### config.mk
export PLATFORM = sky130hd
export DESIGN_NAME = router_decap_ctrl
export DESIGN_NICKNAME = d
export VERILOG_FILES = /design/src/rtl/router_decap_ctrl.sv
export SDC_FILE = /design/constraint.sdc
export NUM_CORES = 1
export LEC_CHECK = 0
export BUFFER_PORTS_ARGS = -buffer_cell sky130_fd_sc_hd__buf_2
export CAP_MARGIN = 20
export CORE_ASPECT_RATIO = 0.6
export CORE_MARGIN = 4
export CORE_UTILIZATION = 47
export CTS_BUF_LIST = sky130_fd_sc_hd__clkbuf_8
export CTS_CLUSTER_DIAMETER = 60
export DETAILED_ROUTE_END_ITERATION = 6
export PLACE_DENSITY = 0.78
export SLEW_MARGIN = 20
export SYNTH_ARGS = -nofsm -noshare
export SYNTH_HDL_FRONTEND = slang
export SYNTH_SLANG_ARGS = --single-unit
export TNS_END_PERCENT = 20
### constraint.sdc
create_clock -name clk_i -period 5 [get_ports clk_i]
set_clock_uncertainty 0.2 [all_clocks]
set_input_delay 0.75 -clock clk_i [delete_from_list [all_inputs] [get_ports clk_i]]
set_output_delay 0.75 -clock clk_i [all_outputs]
set_load 0.01 [all_outputs]
### src/rtl/router_decap_ctrl.sv
// router_decap_ctrl
// Receive-side decapsulation for packets delivered to local output port 0.
// Pops a header flit, decodes dst/TTL/src/len, wins the memory write arbiter,
// then streams the payload flits into local memory starting at dst.
// Optional feature macro: DECAP_TTL_CHECK_EN. When defined, headers with
// TTL==0 are dropped: their payload is popped and discarded, then decode_err
// pulses.
module router_decap_ctrl #(
  parameter int AURORA_DATA_WIDTH      = 64,
  parameter int ADDR_WIDTH             = 10,
  parameter int NUMBER_PACKET          = 19,
  parameter int RECOGNIZE_ROUTER_WIDTH = 2
) (
  input  logic                         clk_i,
  input  logic                         rst_i,
  input  logic                         start_decap_pkt_i,
  input  logic                         fifo_empty_i,
  output logic                         fifo_rd_o,
  input  logic [AURORA_DATA_WIDTH-1:0] fifo_rdata_i,
  output logic                         arbiter_write_req_o,
  input  logic                         arbiter_write_gnt_i,
  output logic                         mem_we_o,
  output logic [ADDR_WIDTH-1:0]        mem_addr_o,
  output logic [AURORA_DATA_WIDTH-1:0] mem_wdata_o,
  output logic [ADDR_WIDTH-1:0]        dst_addr_arbiter_recv_o,
  output logic [8:0]                   header_pkt_recv_o,
  output logic                         decode_done_o,
  output logic                         decode_err_o
);

  localparam logic [4:0] MAX_LEN = 5'(NUMBER_PACKET - 1);

  typedef enum logic [3:0] {
    ST_IDLE     = 4'd0,
    ST_RD_HDR   = 4'd1,
    ST_DEC_HDR  = 4'd2,
    ST_ARB_REQ  = 4'd3,
    ST_RD_PLD   = 4'd4,
    ST_WR_PLD   = 4'd5,
    ST_DONE     = 4'd6,
    ST_DONE_ERR = 4'd7,
    ST_DROP     = 4'd8
  } state_e;

  state_e                         state_q, state_d;
  logic [4:0]                     beat_q, beat_d;
  logic [4:0]                     len_q, len_d;
  logic [ADDR_WIDTH-1:0]          dst_q, dst_d;
  logic [8:0]                     hdr_q, hdr_d;
  logic                           req_q, req_d;
  logic                           we_q, we_d;
  logic [ADDR_WIDTH-1:0]          addr_q, addr_d;
  logic [AURORA_DATA_WIDTH-1:0]   wdata_q, wdata_d;
  logic                           done_q, done_d;
  logic                           err_q, err_d;
  logic                           hdr_len_ok_s;
  logic                           last_beat_s;

  // Length field is legal only in 1..NUMBER_PACKET-1 (header flit on the bus in DEC_HDR).
  assign hdr_len_ok_s = (fifo_rdata_i[4:0] != 5'd0) && (fifo_rdata_i[4:0] <= MAX_LEN);
  assign last_beat_s  = ((beat_q + 5'd1) == len_q);

  // State register with synchronous reset; reset mid-packet simply abandons it.
  always_ff @(posedge clk_i) begin
    if (rst_i) begin
      state_q <= ST_IDLE;
    end else begin
      state_q <= state_d;
    end
  end

  // Next-state logic; pop states advance only when a pop actually happens.
  always_comb begin
    state_d = state_q;
    case (state_q)
      ST_IDLE: begin
        if (start_decap_pkt_i && !fifo_empty_i) state_d = ST_RD_HDR;
        else                                    state_d = ST_IDLE;
      end
      ST_RD_HDR: begin
        if (!fifo_empty_i) state_d = ST_DEC_HDR;
        else               state_d = ST_RD_HDR;
      end
      ST_DEC_HDR: begin
        if (!hdr_len_ok_s) begin
          state_d = ST_DONE_ERR;
`ifdef DECAP_TTL_CHECK_EN
        end else if (fifo_rdata_i[8:7] == 2'd0) begin
          state_d = ST_DROP;
`endif
        end else begin
          state_d = ST_ARB_REQ;
        end
      end
      ST_ARB_REQ: begin
        if (arbiter_write_gnt_i) state_d = ST_RD_PLD;
        else                     state_d = ST_ARB_REQ;
      end
      ST_RD_PLD: begin
        if (!fifo_empty_i) state_d = ST_WR_PLD;
        else               state_d = ST_RD_PLD;
      end
      ST_WR_PLD: begin
        if (last_beat_s) state_d = ST_DONE;
        else             state_d = ST_RD_PLD;
      end
      ST_DROP: begin
        if (!fifo_empty_i && last_beat_s) state_d = ST_DONE_ERR;
        else                              state_d = ST_DROP;
      end
      ST_DONE:     state_d = ST_IDLE;
      ST_DONE_ERR: state_d = ST_IDLE;
      default:     state_d = ST_IDLE;
    endcase
  end

  // Output/datapath next values; fifo_rd is the only combinational output.
  always_comb begin
    fifo_rd_o = 1'b0;
    beat_d    = beat_q;
    len_d     = len_q;
    dst_d     = dst_q;
    hdr_d     = hdr_q;
    addr_d    = addr_q;
    wdata_d   = wdata_q;
    we_d      = 1'b0;
    done_d    = (state_q == ST_DONE);
    err_d     = (state_q == ST_DONE_ERR);
    req_d     = (state_d == ST_ARB_REQ) || (state_d == ST_RD_PLD) || (state_d == ST_WR_PLD);
    case (state_q)
      ST_IDLE: begin
        beat_d = 5'd0;
      end
      ST_RD_HDR: begin
        fifo_rd_o = !fifo_empty_i;
      end
      ST_DEC_HDR: begin
        beat_d = 5'd0;
        len_d  = fifo_rdata_i[4:0];
        dst_d  = fifo_rdata_i[9 +: ADDR_WIDTH];
        hdr_d  = {fifo_rdata_i[8:7], fifo_rdata_i[5 +: RECOGNIZE_ROUTER_WIDTH], fifo_rdata_i[4:0]};
      end
      ST_RD_PLD: begin
        fifo_rd_o = !fifo_empty_i;
      end
      ST_WR_PLD: begin
        // Address wraps naturally at 2^ADDR_WIDTH.
        we_d    = 1'b1;
        addr_d  = dst_q + ADDR_WIDTH'(beat_q);
        wdata_d = fifo_rdata_i;
        beat_d  = beat_q + 5'd1;
      end
      ST_DROP: begin
        fifo_rd_o = !fifo_empty_i;
        if (!fifo_empty_i) beat_d = beat_q + 5'd1;
        else               beat_d = beat_q;
      end
      default: begin
        beat_d = beat_q;
      end
    endcase
  end

  // Registered outputs and packet context, all cleared by reset.
  always_ff @(posedge clk_i) begin
    if (rst_i) begin
      beat_q  <= 5'd0;
      len_q   <= 5'd0;
      dst_q   <= '0;
      hdr_q   <= 9'd0;
      req_q   <= 1'b0;
      we_q    <= 1'b0;
      addr_q  <= '0;
      wdata_q <= '0;
      done_q  <= 1'b0;
      err_q   <= 1'b0;
    end else begin
      beat_q  <= beat_d;
      len_q   <= len_d;
      dst_q   <= dst_d;
      hdr_q   <= hdr_d;
      req_q   <= req_d;
      we_q    <= we_d;
      addr_q  <= addr_d;
      wdata_q <= wdata_d;
      done_q  <= done_d;
      err_q   <= err_d;
    end
  end

  assign arbiter_write_req_o     = req_q;
  assign mem_we_o                = we_q;
  assign mem_addr_o              = addr_q;
  assign mem_wdata_o             = wdata_q;
  assign dst_addr_arbiter_recv_o = dst_q;
  assign header_pkt_recv_o       = hdr_q;
  assign decode_done_o           = done_q;
  assign decode_err_o            = err_q;

endmodule

==> results of run 1 <==
layer usage:
metal	GRT usage, %	up-vias	routed length [um]
met5	0	-	0
met2	33.1	148	5070
met3	9.33	15	1220
met1	28.8	1811	5080
li1	-	2044	-
met4	6.02	0	173
flip-flops by register name, summed over array words and instances, names as in the netlist:
register and cells:
mem_we_o 1, arbiter_write_req_o 1, decode_err_o 1, dst_addr_arbiter_recv_o 10
state_q 4, mem_addr_o 10, beat_q 5, mem_wdata_o 64
len_q 4, header_pkt_recv_o 5, decode_done_o 1
layout make-up:
cell class	instances	area, sq um
repair buffers	169	856
clock inverters	4	26.3
diodes	1	2.50
clock buffers	11	151
multi-input cells	384	1920
fillers	793	3350
flip-flops and latches	106	2120
well taps	112	140
inverters	6	22.5
synthesized netlist by cell type:
library cell,count
nand2_1,175
dfxtp_1,106
a21oi_1,94
clkbuf_1,29
nor2_1,22
o21ai_0,14
xor2_1,8
nand2b_1,7
a211oi_1,6
ha_1,6
inv_1,6
nor3_1,6
buf_2,5
nand3_1,4
xnor2_1,4
a22oi_1,3
nand3b_1,3
nor2b_1,3
nor3b_1,3
a211o_1,2
a21oi_2,2
a2bb2oi_1,2
and2_1,2
nor4_1,2
o2111ai_1,2
or3_1,2
or3_4,2
a21boi_0,1
a21o_1,1
a22o_1,1
a31oi_1,1
and3_1,1
buf_1,1
fa_1,1
mux2i_1,1
nand4b_1,1
o31ai_1,1
or4_1,1
worst min path at each step:
| stage | start | end | slack [ns] |
|---|---|---|---|
| 3_5_place_dp | mem_wdata_o[61]$_SDFFE_PP0P_ | mem_wdata_o[61]$_SDFFE_PP0P_ | 0.24 |
| 2_1_floorplan | mem_addr_o[2]$_SDFFE_PP0P_ | mem_addr_o[2]$_SDFFE_PP0P_ | 0.28 |
| 4_1_cts | mem_wdata_o[61]$_SDFFE_PP0P_ | mem_wdata_o[61]$_SDFFE_PP0P_ | 0.26 |
| 6_report | mem_wdata_o[2]$_SDFFE_PP0P_ | mem_wdata_o[2]$_SDFFE_PP0P_ | 0.26 |
| 3_3_place_gp | mem_wdata_o[29]$_SDFFE_PP0P_ | mem_wdata_o[29]$_SDFFE_PP0P_ | 0.24 |
| 5_1_grt | mem_wdata_o[61]$_SDFFE_PP0P_ | mem_wdata_o[61]$_SDFFE_PP0P_ | 0.27 |
stage by stage:
| stage | power (mW) | util, % |
|---|---|---|
| after floorplan | 0.939 | - |
| after global placement | 0.990 | 58.9 |
| after detailed placement | 0.992 | 58.9 |
| after CTS | 1.48 | 60.9 |
| after global routing | 1.52 | 61.0 |
| final | 1.46 | 61.0 |
critical path, stage by stage (launching register included):
cell      delay [ns]
dfxtp_1         0.54
nand2b_1        0.19
nor2_4          0.76
buf_4           0.49
nor2_1          0.07
a211oi_1        0.22
kinds of logic after synthesis:
group	count (synthesis)	share of synthesized area [%]
AND/OR/NAND/NOR	234	23.4
AO/OA/AOI/OAI	130	17.1
flip-flops	106	50.7
buffers and inverters	41	3.82
XOR/XNOR	12	2.51
adder cells (fa/ha/maj)	7	2.27
multiplexers	1	0.239
placed cells by master, fill, tap and decap left out, types with 2 or more instances in the layout:
| cell | instances |
|---|---|
| xnor2_1 | 4 |
| nor2_1 | 21 |
| or3_1 | 2 |
| buf_2 | 165 |
| a211o_1 | 2 |
| dfxtp_1 | 106 |
| and2_1 | 2 |
| nand2_1 | 175 |
| o21ai_0 | 14 |
| nor2b_1 | 3 |
| a21oi_2 | 2 |
| a2bb2oi_1 | 2 |
| a22oi_1 | 3 |
| nor3_1 | 6 |
| a211oi_1 | 6 |
| or3_4 | 2 |
| buf_4 | 4 |
| nor4_1 | 2 |
| ha_1 | 6 |
| nand3_1 | 4 |
| nand3b_1 | 3 |
| a21oi_1 | 94 |
| clkbuf_8 | 11 |
| nor3b_1 | 3 |
| o2111ai_1 | 2 |
| nand2b_1 | 6 |
| xor2_1 | 8 |
| inv_1 | 7 |
power groups by stage:
| stage | Sequential (mW) | Combinational [mW] | Clock [mW] |
|---|---|---|---|
| after detailed placement | 0.886 | 0.107 | 0 |
| after floorplan | 0.885 | 0.0544 | 0 |
| after CTS | 0.866 | 0.107 | 0.503 |
| after global placement | 0.885 | 0.105 | 0 |
| final | 0.866 | 0.108 | 0.484 |
| after global routing | 0.868 | 0.119 | 0.536 |
==> run_results.csv, run 1 <==
group,metric,value,unit
run_status,status,"finished, final reports clean",
logic_synthesis,syn_avg_cell_area,7.89,sq um
floorplanning,rows,26,
logic_synthesis,yosys.area.top_type_share,50.7,%
power_and_ir_drop,cellPowerDensity,278,nW/um^2
logic_synthesis,synth-seq-cells,106,
grt,grt_pass1_vias,3797,
hold_path,hp-class,"reg2reg",
sta,min_period_over_period,51.4,%
grt,grt.total_usage,21.9,%
drt,viasPerCell,5.07,
power_and_ir_drop,vdd_ir_drop_max,0.000170,V
setup_path,r2r_end,"mem_addr_o[9]$_SDFFE_PP0P_",
drt,routedWlPerCell,14.5,um
clocking,cts_setup_buffers,0,
clocking,clock_latency,0.36,ns
logic_synthesis,ys_seq_area_share,50.7,%
clocking,cts_buffer_depth,2,
sta,worst_slack,2.43,ns
sta,fin_crit,2.57,ns
sta,report.final.slew_viol_count,0,
layout,syn2layout_area_growth,25.0,%
clocking,cts-hold-fix-buffers,0,
sta,setup_violations,0,
clocking,numCtsBuffers,9,
setup_path,crit_start,"state_q[2]$_SDFF_PP0_",
floorplanning,die_y,81.1,um
setup_path,start_kind,"flip-flop",
clocking,cts_tree,"yes",
sta,tightestPinTransition,0.921,ns
power_and_ir_drop,clkPwrFrac,33.2,%
drt,dr.first_iter.drc_count,326,
drt,drt-total-wl,11500,um
grt,grt_first_pass_wirelength,18400,um
layout,fin_nets,752,
setup_path,crit_type,"reg2reg",
clocking,h-tree-depth,3,
setup_path,reg2reg_depth,5,
floorplanning,die-width,130,um
hold_path,hold_depth,2,
sta,fin_setup_tns,0,ns
power_and_ir_drop,p_int,1.11,mW
grt,grt_max_degree,63,
setup_path,cp_data_arrival_time,2.64,ns
placement,dp_hpwl,8330,um
floorplanning,core,8590,sq um
placement,place.gp.congestion,0.813,
layout,layout-drive-gt1-share,27.8,%
power_and_ir_drop,p_seq_share,59.4,%
placement,placed_cells,777,
logic_synthesis,yosysTopAreaCell,"dfxtp_1",
logic_synthesis,yosys_warnings,0,
drt,drt_pre_antenna_iters,5,
placement,placed_area,5060,sq um
drt,vias,4018,
sta,rsz0062_at_grt,"false",
logic_synthesis,synthesis.nets,607,
drt,post-route-drc-count,0,
logic_synthesis,synth_cell_types,38,
floorplanning,initial_core_util,48.8,%
clocking,cts.clk_slew.worst_paths,0.10,ns
clocking,cts.sinks,106,
placement,numPortBuffers,166,
power_and_ir_drop,pwr-share-comb,7.4,%
power_and_ir_drop,p_leak,2.24,nW
setup_path,reg2reg_slack,2.43,ns
layout,design_area,5240,sq um
grt,antenna_found_initial,1,
sta,hold_ws,0.256,ns
setup_path,cp-endpoint,"mem_addr_o[9]$_SDFFE_PP0P_",
sta,slew_headroom,38.5,%
layout,fin_cells,793,
logic_synthesis,syn_area,4190,sq um
grt,globalRouteOverflowTotal,0,
power_and_ir_drop,switching_share,24.2,%
floorplanning,die-area,10500,sq um
clocking,ctsResizeCount,0,
sta,hold_viol_final,0,
logic_synthesis,syn_inst,531,
clocking,cts_root_buffer,"clkbuf_8",
drt,drtAntennaViolNets,0,
power_and_ir_drop,switching_power,0.352,mW
sta,fmax,389,MHz
setup_path,timing.rr.start,"state_q[2]$_SDFF_PP0_",
placement,place_ws,2.43,ns
setup_path,crit_fanout,40,
setup_path,endpoint_kind,"flip-flop",
logic_synthesis,synth_area_leaders,"dfxtp_1 (51%), nand2_1 (16%), a21oi_1 (11%)",
setup_path,critPathRequiredTime,5.07,ns
floorplanning,io_pins,167,
job,cap_violations,0,
Power figures use the tool's default switching activity.
==> run 2: changes to the inputs <==
- ABC_AREA: unset -> 1
- clock period: 5 -> 2.62 ns (I/O delays scaled with it)
==> run_results.csv, run 2 <==
group,metric,value,unit
logic_synthesis,synth_top_family_by_area,"simple AND/OR/NAND/NOR gates",
clocking,h-tree-depth,3,
drt,vias,4182,
job,cap_violations,0,
logic_synthesis,yosys_warnings,0,
layout,utilization,61.2,%
logic_synthesis,syn_area,4260,sq um
sta,min_period_over_period,90.6,%
logic_synthesis,synth_fa_ha_area_share,2.23,%
clocking,numCtsBuffers,9,
setup_path,path_cells,"ha_1 -> inv_1 -> fa_1 -> o21ai_0 -> nand2_1 -> a21oi_1 -> a31oi_1 -> o21ai_1 -> inv_1",
placement,placed_area,5130,sq um
logic_synthesis,yosys.area.top_type_share,49.8,%
layout,final_common_cell,"nor2_1",
clocking,cts-hold-fix-buffers,0,
floorplanning,die-area,10700,sq um
layout,layout-drive-gt1-share,27.3,%
logic_synthesis,synthSimpleGateAreaFrac,22.8,%
logic_synthesis,yosys-top-cells-count,"nor2_1 (169), dfxtp_1 (106), o21ai_0 (96)",
sta,rsz0062_at_grt,"false",
setup_path,critical_path.top_delay_family,"compound AO/OA/AOI/OAI gates",
power_and_ir_drop,vdd_ir_drop_max,0.000352,V
setup_path,endpoint_kind,"flip-flop",
sta,hold_viol_final,0,
setup_path,crit_fanout,7,
sta,report.final.slew_viol_count,0,
sta,fin_crit,2.37,ns
logic_synthesis,synth_compound_area_share,16.6,%
placement,place.gp.congestion,0.881,
setup_path,crit_type,"reg2reg",
grt,globalRouteOverflowTotal,0,
drt,viasPerCell,5.03,
clocking,clock_latency,0.36,ns
grt,grt_first_pass_wirelength,19100,um
setup_path,cp_slowest_stage_delay,0.46,ns
layout,fin_nets,790,
sta,tightestPinTransition,0.738,ns
clocking,cts.sinks,106,
placement,placed_cells,815,
drt,routedWlPerCell,14.5,um
logic_synthesis,synth_cell_types,36,
setup_path,critPathRequiredTime,2.69,ns
floorplanning,io_pins,167,
clocking,cts_buffer_depth,2,
logic_synthesis,ys_seq_area_share,49.8,%
logic_synthesis,synthesis.nets,637,
power_and_ir_drop,cellPowerDensity,530,nW/um^2
logic_synthesis,synth_flop_cell,"dfxtp_1",
clocking,cts.clk_slew.worst_paths,0.10,ns
drt,post-route-drc-count,0,
setup_path,start_kind,"flip-flop",
logic_synthesis,yosysTopAreaCell,"dfxtp_1",
floorplanning,die-width,131,um
logic_synthesis,synth_enable_flop_cells,0,
floorplanning,initial_core_util,49.2,%
logic_synthesis,synth.mux.area_fraction,0,%
floorplanning,rows,26,
layout,fin_cells,831,
drt,drtAntennaViolNets,0,
sta,fmax,421,MHz
grt,grt_pass1_vias,3935,
clocking,cts_tree,"yes",
grt,grt.total_usage,22.6,%
sta,slew_headroom,50.7,%
layout,final_cell_mix,"nor2_1 (169), buf_2 (166), dfxtp_1 (106)",
run_status,status,"finished, final reports clean",
layout,largest_reg_flops,64,
logic_synthesis,syn_avg_cell_area,7.59,sq um
logic_synthesis,yosys.area_share.xor_xnor,1.23,%
clocking,cts_root_buffer,"clkbuf_8",
layout,design_area,5290,sq um
grt,grt_max_degree,74,
drt,drt-total-wl,12100,um
logic_synthesis,synth-seq-cells,106,
setup_path,cp_data_arrival_time,2.44,ns
clocking,ctsResizeCount,0,
layout,n_antenna_cell,0,
power_and_ir_drop,p_leak,2.81,nW
drt,drt_pre_antenna_iters,5,
sta,fin_setup_tns,0,ns
drt,dr.first_iter.drc_count,312,
hold_path,hp-class,"in2reg",
grt,antenna_found_initial,0,
placement,numPortBuffers,166,
floorplanning,core,8650,sq um
floorplanning,die_y,81.7,um
clocking,cts_setup_buffers,0,
logic_synthesis,syn_inst,561,
logic_synthesis,synth_area_leaders,"dfxtp_1 (50%), nor2_1 (15%), o21ai_0 (11%)",
placement,dp_hpwl,8770,um
setup_path,crit_top_cell,"inv_1",
logic_synthesis,async_reset_ff_share,0,%
setup_path,critPathSlowestCell,"dfxtp_1",
sta,setup_violations,0,
layout,syn2layout_area_growth,24.3,%
setup_path,worst-path-buf-inv,2,
logic_synthesis,yosysMostFrequentCell,"nor2_1",
==> run 2: cell types whose count changed after synthesis, moves of 5 or more <==
cell      before  now
nor2_1        22  169
nand2_1      175   37
o21ai_0       14   96
a21oi_1       94   23
inv_1          6   39
clkbuf_1      29   12
nand3_1        4   13
nand2b_1       7    0
a211oi_1       6    0
buf_2          5   11
nand4_1        0    5
==> run 2: stage by stage <==
stage / setup slack, ns / power [mW] / hold slack, ns
floorplan: 0.479 / 1.83 / 0.291
global placement: 0.361 / 1.96 / 0.285
detailed placement: 0.274 / 1.96 / 0.288
CTS: 0.271 / 2.83 / 0.0246
global route: 0.0121 / 2.93 / 0.0310
finish: 0.246 / 2.80 / 0.0423
==> run 2: layout make-up <==
type / instances / area [sq um]
Tap cell: 112 / 140
Clock inverter: 7 / 38.8
Sequential cell: 106 / 2120
Clock buffer: 9 / 124
Multi-Input combinational cell: 383 / 1830
Timing Repair Buffer: 171 / 881
Inverter: 43 / 161
Fill cell: 800 / 3360
==> run 2: worst reg2reg max path: stages (launching register included) <==
cell and delay [ns]:
dfxtp_1 0.46, ha_1 0.25, inv_1 0.08, fa_1 0.40, o21ai_0 0.28, nand2_1 0.08
a21oi_1 0.24, a31oi_1 0.12, o21ai_1 0.13, inv_1 0.05
==> run 2: worst paths after layout <==
path | depth (start not counted) | end | start | slack [ns]
worst max-delay path | 9 | mem_addr_o[8]$_SDFFE_PP0P_ | beat_q[0]$_SDFFE_PP0P_ | 0.25
worst min-delay path | 3 | mem_wdata_o[29]$_SDFFE_PP0P_ | fifo_rdata_i[29] | 0.04
worst max register to register | 9 | mem_addr_o[8]$_SDFFE_PP0P_ | beat_q[0]$_SDFFE_PP0P_ | 0.25
worst min register to register | 2 | mem_addr_o[7]$_SDFFE_PP0P_ | mem_addr_o[7]$_SDFFE_PP0P_ | 0.31
==> run 2: kinds of logic (layout without fill, tap and decap cells) <==
group	after synthesis	in the layout
simple gates	236	236
compound gates	134	134
flops	106	106
buf+inv	72	230
fa+ha+maj	7	7
xor+xnor	6	6
==> run 2: per-layer routing <==
metal	track usage (%)	vias up	share of wire, %
met4	6.98	0	1.8
met2	34.6	163	44
li1	-	2115	-
met5	0	-	0
met3	7.21	16	8.8
met1	30.6	1888	45
==> run 2: report_power, final <==
part	internal [mW]	total (mW)	switching, mW
registers	1.64	1.67	0.0314
logic	0.101	0.252	0.150
clock network	0.338	0.877	0.539
total	2.08	2.80	0.720
==> run 3: changes to the inputs <==
- clock period: 2.62 -> 2.3 ns (I/O delays scaled with it)
==> run_results.csv, run 3 (synthesized netlist as in run 2, its figures left out) <==
group,metric,value,unit
run_status,status,"finished, final reports clean",
placement,dp_hpwl,8690,um
power_and_ir_drop,p_leak,3.05,nW
clocking,cts_buffer_depth,2,
clocking,cts_tree,"yes",
setup_path,critPathSlowestCell,"dfxtp_4",
clocking,cts.clk_slew.worst_paths,0.10,ns
job,cap_violations,0,
clocking,cts.sinks,106,
drt,dr.first_iter.drc_count,403,
sta,hold_viol_final,0,
floorplanning,core,8650,sq um
layout,fin_nets,841,
layout,final_cell_mix,"nor2_1 (168), buf_2 (166), dfxtp_1 (103)",
layout,regArea,2130,sq um
layout,layout-drive-gt1-share,26.9,%
drt,routedWlPerCell,14.6,um
drt,viasPerCell,5.08,
placement,placed_area,5140,sq um
sta,rsz0062_at_grt,"false",
grt,grt_first_pass_wirelength,20200,um
sta,report.final.slew_viol_count,0,
setup_path,worst-path-buf-inv,4,
sta,fin_crit,2.17,ns
drt,drt-total-wl,12900,um
setup_path,cp_slowest_stage_delay,0.40,ns
layout,n_antenna_cell,0,
setup_path,start_kind,"flip-flop",
sta,worst_slack,0.130,ns
sta,fmax,461,MHz
grt,antenna_found_initial,0,
floorplanning,io_pins,167,
floorplanning,rows,26,
sta,fin_setup_tns,0,ns
layout,syn2layout_area_growth,38.2,%
power_and_ir_drop,cellPowerDensity,603,nW/um^2
sta,setup_violations,0,
setup_path,crit_type,"reg2out",
layout,largest_reg_flops,64,
sta,min_period_over_period,94.4,%
placement,place.gp.congestion,0.821,
placement,place_ws,0.0750,ns
drt,drt_pre_antenna_iters,5,
floorplanning,die-area,10700,sq um
drt,post-route-drc-count,0,
grt,globalRouteOverflowTotal,0,
layout,final_common_cell,"nor2_1",
power_and_ir_drop,vdd_ir_drop_max,0.000444,V
sta,slew_headroom,55.5,%
layout,fillers,681,
floorplanning,initial_core_util,49.2,%
drt,vias,4480,
power_and_ir_drop,finalPower,3.55,mW
floorplanning,die-width,131,um
grt,grt_max_degree,68,
setup_path,crit_fanout,7,
setup_path,path_cells,"nor2_4 -> inv_1 -> nor3_4 -> inv_1 -> o21ai_0 -> o21ai_0 -> inv_1 -> buf_2",
grt,grt.total_usage,24.2,%
setup_path,critical_path.top_delay_family,"flip-flops",
grt,grt_pass1_vias,4025,
layout,design_area,5880,sq um
clocking,clock_latency,0.38,ns
setup_path,cp_data_arrival_time,1.63,ns
clocking,cts_root_buffer,"clkbuf_8",
drt,drtAntennaViolNets,0,
floorplanning,die_y,81.7,um
hold_path,hp-class,"in2reg",
sta,tightestPinTransition,0.666,ns
clocking,numCtsBuffers,9,
setup_path,endpoint_kind,"output port",
setup_path,critPathRequiredTime,1.75,ns
placement,numPortBuffers,166,
clocking,h-tree-depth,3,
layout,multi_input_area,1850,sq um
setup_path,crit_top_cell,"inv_1",
-- run 3: worst reg2reg max path, delay by kind of cell, from the launching register on --
family	cells	cell delay, ns
adders and majority gates	2	0.64
DFF	1	0.38
buffers and inverters	2	0.14
AOI/OAI and AO/OA	3	0.46
xor gates and xnor gates	1	0.19
and+or+nand+nor	1	0.09
-- run 3: worst paths after layout --
check	startpoint	to	slack (ns)	cells past startpoint
min	fifo_rdata_i[31]	mem_wdata_o[31]$_SDFFE_PP0P_	0.005	3
max	state_q[0]$_SDFF_PP0_	fifo_rd_o	0.13	8
max reg2reg	dst_addr_arbiter_recv_o[0]$_SDFFE_PP0P_	mem_addr_o[6]$_SDFFE_PP0P_	0.16	9
min reg2reg	mem_wdata_o[9]$_SDFFE_PP0P_	mem_wdata_o[9]$_SDFFE_PP0P_	0.32	2
-- run 3: per-stage QoR --
step | util, % | hold WS [ns] | cells
global placement | 59.5 | 0.287 | 817
CTS | 67.6 | 0.000398 | 880
finish | 68.0 | 0.00536 | 882
floorplan | - | 0.280 | 561
detailed placement | 59.5 | 0.292 | 817
global route | 68.0 | 0.00523 | 882
-- run 3: layout make-up --
type / instances / area share (%)
multi-input cells: 383 / 31.4
repair buffers: 222 / 23.5
inverters: 43 / 2.74
clock buffers: 9 / 2.11
clock inverters: 7 / 1.70
well taps: 112 / 2.38
flip-flops and latches: 106 / 36.2
-- run 3: where the power goes --
part / internal, mW / total [mW] / switching [mW] / leakage [nW]
Sequential: 1.87 / 1.91 / 0.0378 / 0.857
Combinational: 0.170 / 0.358 / 0.188 / 2.08
Clock: 0.624 / 1.28 / 0.655 / 0.114
-- run 3: routing by layer --
metal	share of wire, %	up-vias	track usage, %
met5	0	-	0
met3	9.7	28	8.58
met4	2.1	0	7.39
met1	42	2013	31.0
met2	46	218	38.7
li1	-	2221	-
-- run 3: repair_timing --
action / 4_1_cts / 5_1_grt
endpoints found under the hold margin: 52 / 1
gates resized for setup: 2 / 8
endpoints found under the setup margin: 1 / 3
buffers inserted: 0 / 1
hold buffers: 47 / 1
pin swaps: 0 / 1
